**config.mk**
```make
export PLATFORM = sky130hd
export DESIGN_NAME = muldiv_ctrl
export DESIGN_NICKNAME = d
export VERILOG_FILES = /design/src/rtl/muldiv_ctrl_pkg.sv /design/src/rtl/muldiv_ctrl_cycle_counter.sv /design/src/rtl/muldiv_ctrl.sv
export SDC_FILE = /design/constraint.sdc
export NUM_CORES = 1
export LEC_CHECK = 0
export BUFFER_PORTS_ARGS = -buffer_cell sky130_fd_sc_hd__buf_4
export CORE_UTILIZATION = 40
export DETAILED_ROUTE_END_ITERATION = 16
export GPL_TIMING_DRIVEN = 0
export PLACE_DENSITY = 0.74
export SETUP_SLACK_MARGIN = 0.05
export SLEW_MARGIN = 20
export SYNTH_ARGS = -nofsm -noshare
export SYNTH_HDL_FRONTEND = slang
export SYNTH_SLANG_ARGS = --single-unit
```
**constraint.sdc**
```tcl
create_clock -name clk -period 1.91 [get_ports clk]
set_input_delay 0.0955 -clock clk [delete_from_list [all_inputs] [get_ports clk]]
set_output_delay 0.0955 -clock clk [all_outputs]
set_load 0.01 [all_outputs]
```
**src/rtl/muldiv_ctrl_pkg.sv**
```systemverilog
// ---------------------------------------------------------------------------
// muldiv_ctrl_pkg
// Shared definitions for the multiply/divide sequencing controller and for
// the Hi/Lo source mux that consumes hilo_src.
//   state_t        : controller FSM state encoding
//   HILO_SRC_MULT  : hilo_src value selecting the multiplier result
//   HILO_SRC_DIV   : hilo_src value selecting the divider result
// ---------------------------------------------------------------------------
package muldiv_ctrl_pkg;

   typedef enum logic [2:0] {
      ST_IDLE      = 3'd0,
      ST_MULT_RUN  = 3'd1,
      ST_DIV_RUN   = 3'd2,
      ST_WRITE     = 3'd3,
      ST_DZERO_EXC = 3'd4
   } state_t;

   localparam logic HILO_SRC_MULT = 1'b0;
   localparam logic HILO_SRC_DIV  = 1'b1;

endpackage

```
**src/rtl/muldiv_ctrl_cycle_counter.sv**
```systemverilog
// ---------------------------------------------------------------------------
// muldiv_ctrl_cycle_counter
// Loadable down-counter that times one multiply/divide operation.
//   clk      : clock, all state on rising edge
//   reset    : synchronous active-high reset, clears the count
//   load     : load load_val (has priority over dec)
//   load_val : value loaded on load
//   dec      : decrement by one
//   zero     : count is zero (decoded from the count register)
// ---------------------------------------------------------------------------
module muldiv_ctrl_cycle_counter #(
   parameter int WIDTH = 5
) (
   input  logic             clk,
   input  logic             reset,
   input  logic             load,
   input  logic [WIDTH-1:0] load_val,
   input  logic             dec,
   output logic             zero
);

   logic [WIDTH-1:0] count_q;
   logic [WIDTH-1:0] count_d;

   always_comb begin
      count_d = count_q;
      if (load) begin
         count_d = load_val;
      end else if (dec) begin
         count_d = count_q - 1'b1;
      end
   end

   always_ff @(posedge clk) begin
      if (reset) begin
         count_q <= '0;
      end else begin
         count_q <= count_d;
      end
   end

   assign zero = (count_q == '0);

endmodule

```
**src/rtl/muldiv_ctrl.sv**
```systemverilog
// ---------------------------------------------------------------------------
// muldiv_ctrl
// Sequences one MULT or DIV operation: issues a start pulse, waits N_CYCLES
// cycles, then writes Hi/Lo for one cycle. A DIV with a zero divisor raises
// a one-cycle dzero exception instead of running.
//   clk        : clock
//   reset      : synchronous active-high reset
//   mult, div  : one-cycle requests (mult wins if both are high)
//   B_in       : divisor, tested for zero when div is accepted
//   mult_start : one-cycle multiplier start pulse
//   div_start  : one-cycle divider start pulse
//   busy       : operation in progress (RUN or WRITE)
//   Hi_write   : Hi register write enable
//   Lo_write   : Lo register write enable
//   hilo_src   : Hi/Lo input select (0 multiplier, 1 divider)
//   done       : completion pulse, coincident with Hi_write/Lo_write
//   dzero      : divide-by-zero exception pulse
// All outputs are flops, so no input reaches an output combinationally.
// ---------------------------------------------------------------------------
module muldiv_ctrl
   import muldiv_ctrl_pkg::*;
#(
   parameter int N_CYCLES = 32
) (
   input  logic        clk,
   input  logic        reset,
   input  logic        mult,
   input  logic        div,
   input  logic [31:0] B_in,
   output logic        mult_start,
   output logic        div_start,
   output logic        busy,
   output logic        Hi_write,
   output logic        Lo_write,
   output logic        hilo_src,
   output logic        done,
   output logic        dzero
);

   localparam int CNT_W = $clog2(N_CYCLES);
   localparam logic [CNT_W-1:0] CNT_LOAD = CNT_W'(N_CYCLES - 1);

   state_t state_q, state_d;
   logic   hilo_src_q, hilo_src_d;
   logic   mult_start_q, mult_start_d;
   logic   div_start_q, div_start_d;
   logic   busy_q, busy_d;
   logic   write_q, write_d;
   logic   dzero_q, dzero_d;
   logic   cnt_load, cnt_dec, cnt_zero;

   muldiv_ctrl_cycle_counter #(
      .WIDTH (CNT_W)
   ) u_cycle_counter (
      .clk      (clk),
      .reset    (reset),
      .load     (cnt_load),
      .load_val (CNT_LOAD),
      .dec      (cnt_dec),
      .zero     (cnt_zero)
   );

   always_comb begin
      state_d    = state_q;
      hilo_src_d = hilo_src_q;
      cnt_load   = 1'b0;
      cnt_dec    = 1'b0;
      case (state_q)
         ST_IDLE: begin
            if (mult) begin
               state_d    = ST_MULT_RUN;
               cnt_load   = 1'b1;
               hilo_src_d = HILO_SRC_MULT;
            end else if (div) begin
               if (B_in != 32'd0) begin
                  state_d    = ST_DIV_RUN;
                  cnt_load   = 1'b1;
                  hilo_src_d = HILO_SRC_DIV;
               end else begin
                  // hilo_src keeps the last accepted operation's select
                  state_d = ST_DZERO_EXC;
               end
            end
         end
         ST_MULT_RUN, ST_DIV_RUN: begin
            if (cnt_zero) begin
               state_d = ST_WRITE;
            end else begin
               cnt_dec = 1'b1;
            end
         end
         ST_WRITE, ST_DZERO_EXC: begin
            state_d = ST_IDLE;
         end
         default: begin
            state_d = ST_IDLE;
         end
      endcase

      // Outputs are registered from the next state so they line up with
      // the state they describe (Moore timing, one flop per output).
      mult_start_d = (state_q == ST_IDLE) && (state_d == ST_MULT_RUN);
      div_start_d  = (state_q == ST_IDLE) && (state_d == ST_DIV_RUN);
      busy_d       = (state_d == ST_MULT_RUN) || (state_d == ST_DIV_RUN) ||
                     (state_d == ST_WRITE);
      write_d      = (state_d == ST_WRITE);
      dzero_d      = (state_d == ST_DZERO_EXC);
   end

   always_ff @(posedge clk) begin
      if (reset) begin
         state_q      <= ST_IDLE;
         hilo_src_q   <= HILO_SRC_MULT;
         mult_start_q <= 1'b0;
         div_start_q  <= 1'b0;
         busy_q       <= 1'b0;
         write_q      <= 1'b0;
         dzero_q      <= 1'b0;
      end else begin
         state_q      <= state_d;
         hilo_src_q   <= hilo_src_d;
         mult_start_q <= mult_start_d;
         div_start_q  <= div_start_d;
         busy_q       <= busy_d;
         write_q      <= write_d;
         dzero_q      <= dzero_d;
      end
   end

   assign mult_start = mult_start_q;
   assign div_start  = div_start_q;
   assign busy       = busy_q;
   assign Hi_write   = write_q;
   assign Lo_write   = write_q;
   assign done       = write_q;
   assign hilo_src   = hilo_src_q;
   assign dzero      = dzero_q;

endmodule

```
==> reports/metrics.csv <==
metric,value,unit
status,"complete, no violations",
grt_usage,17.6,%
grt_pass1_wl,2670,um
io_buffers,43,
placed_cell_area,1140,um2
cts_setup_buffers,0,
rsz0062_at_grt,false,
clk_pin_slew,0.08,ns
setup_ws,0.298,ns
fmax,620,MHz
cts_buffers,3,
min_period,1.61,ns
fin_util,65.9,%
total_power,863,uW
detailed_place_hpwl,1420,um
first_global_vias,709,
hold_violations,0,
yosysWarnings,0,
max-slew-margin-rel,68.1,%
clkSinkCount,14,
ys_seq_elements,14,
post-place-cells,148,
netlist.area_leader.share,35.7,%
finalClockSkew,0.000835,ns
cts_resized,0,
maxCapViolations,0,
dp_slack,0.310,ns
mostFrequentLayoutCell,buf_4,
drtIter0Drc,10,
critPathLaunchType,register,
num_antenna_cells,0,
r2r_start,u_cycle_counter.count_q[1],
routabilityCongestion,0.817,
yosysSeqAreaShare,35.7,%
cp_data_required_time,2.12,ns
clk_path_buf_depth,2,
grt-ovfl-total,0,
cts-htree-levels,1,
fin_nets,166,
crit_path_start,u_cycle_counter.count_q[1],
die_area,2140,um2
layout-drive-gt1-share,48.8,%
pin_count,44,
syn_nets,118,
layout.cells.non_filler,152,
wl_per_cell,11.3,um
ant_nets,0,
viasPerCell,5.34,
ir_drop,401,uV
synth_area,785,um2
worstMarginPinSlew,0.478,ns
synth_cells,80,
initial_core_util,44.0,%
cts-root-buf,clkbuf_4,
end_kind,register,
finalSetupTns,0,ns
drc,0,
leakage,0.517,nW
finalSetupViolCount,0,
core,1780,um2
clk-insertion-delay-late,0.28,ns
drv_slew,0,
yosysUniqueCellTypes,35,
fin_crit_sh,84.4,%
rows,15,
synth_top_area_cell,dfxtp_1,
power.density,734,nW/um2
worstHoldStart,mult,
synthToLayoutAreaGrowth,49.8,%
dieHeight,46.3,um
vias,811,
synthTopCellsByArea,"dfxtp_1 (36%), nor4_1 (7.2%), buf_4 (3.8%)",
holdWs,0.0802,ns
syn_area_per_cell,9.81,um2
die_w,46.3,um
layout_common_cells,"buf_4 (47), dfxtp_1 (14), nor4_1 (9)",
cp_max_fo,5,
ctsHoldBuffers,0,
fin_area,1170,um2
grt_max_degree,11,
arrival,1.83,ns
first_pass_iters,4,
drt_wl_total,1710,um
cts_tree,built,
crit_type,reg2reg,
hold_class,in2reg,
grt_antenna_before_repair,0,
==> cells in the mapped netlist <==
cell type and instances:
dfxtp_1 14, nor4_1 9, inv_1 5, buf_4 4, nor2_1 4, nor3_1 4, o211ai_1 4, xnor2_1 3
a21oi_1 2, ha_1 2, nand2_1 2, nand4_1 2, nor4_2 2, o211ai_2 2, a211oi_1 1, and3b_1 1
buf_1 1, buf_2 1, mux2_4 1, mux2i_1 1, nand3_1 1, nor2b_1 1, nor3_2 1, nor4_4 1
nor4b_2 1, nor4b_4 1, o21ai_0 1, o21ai_1 1, o21bai_1 1, o22ai_1 1, o31ai_1 1, o32ai_1 1
or3_1 1, or3b_1 1, xnor2_2 1
==> path summary, 6_finish.rpt <==
check        slack, ns  cells after the start                         end
max               0.30                      6  u_cycle_counter.count_q[1]
min               0.08                      3                        busy
max reg2reg       0.30                      6  u_cycle_counter.count_q[1]
min reg2reg       0.49                      2                    hilo_src
==> state kept, by name, indices dropped and copies added, names as in the netlist <==
register / flops
Hi_write: 1
busy: 1
div_start: 1
dzero: 1
hilo_src: 1
mult_start: 1
state_q: 3
u_cycle_counter.count_q: 5
==> report_power, final <==
part	switching, mW	internal [mW]	total (mW)
Sequential	0.0331	0.331	0.364
Combinational	0.120	0.164	0.284
Clock	0.0982	0.116	0.214
==> per-layer routing <==
metal / global-route usage (%) / part of all wire (%) / up-vias
met1: 19.9 / 39 / 364
met2: 29.3 / 50 / 47
met5: 0 / 0 / -
li1: - / - / 396
met4: 11.2 / 2.6 / 0
met3: 3.92 / 8.5 / 4
==> critical path, stage by stage (launching register included) <==
cell and delay, ns:
dfxtp_1 0.33, inv_1 0.09, ha_1 0.17, nor4b_4 0.38, nor3_2 0.13, mux2_4 0.32
o211ai_2 0.13
==> cell families after synthesis <==
group / after synthesis / share of synthesized area [%]
buf+inv: 11 / 7.34
simple gates: 32 / 30.8
fa+ha+maj: 2 / 3.19
mux: 2 / 3.19
compound gates: 15 / 14.4
flops: 14 / 35.7
xor+xnor: 4 / 5.42
==> layout make-up <==
| cell class | count | area (um2) |
|---|---|---|
| Tap cell | 25 | 31.3 |
| Buffer | 6 | 38.8 |
| Fill cell | 141 | 608 |
| Sequential cell | 14 | 280 |
| Clock buffer | 4 | 36.3 |
| Multi-Input combinational cell | 55 | 447 |
| Inverter | 5 | 18.8 |
| Timing Repair Buffer | 43 | 323 |
Power figures use the tool's default switching activity.
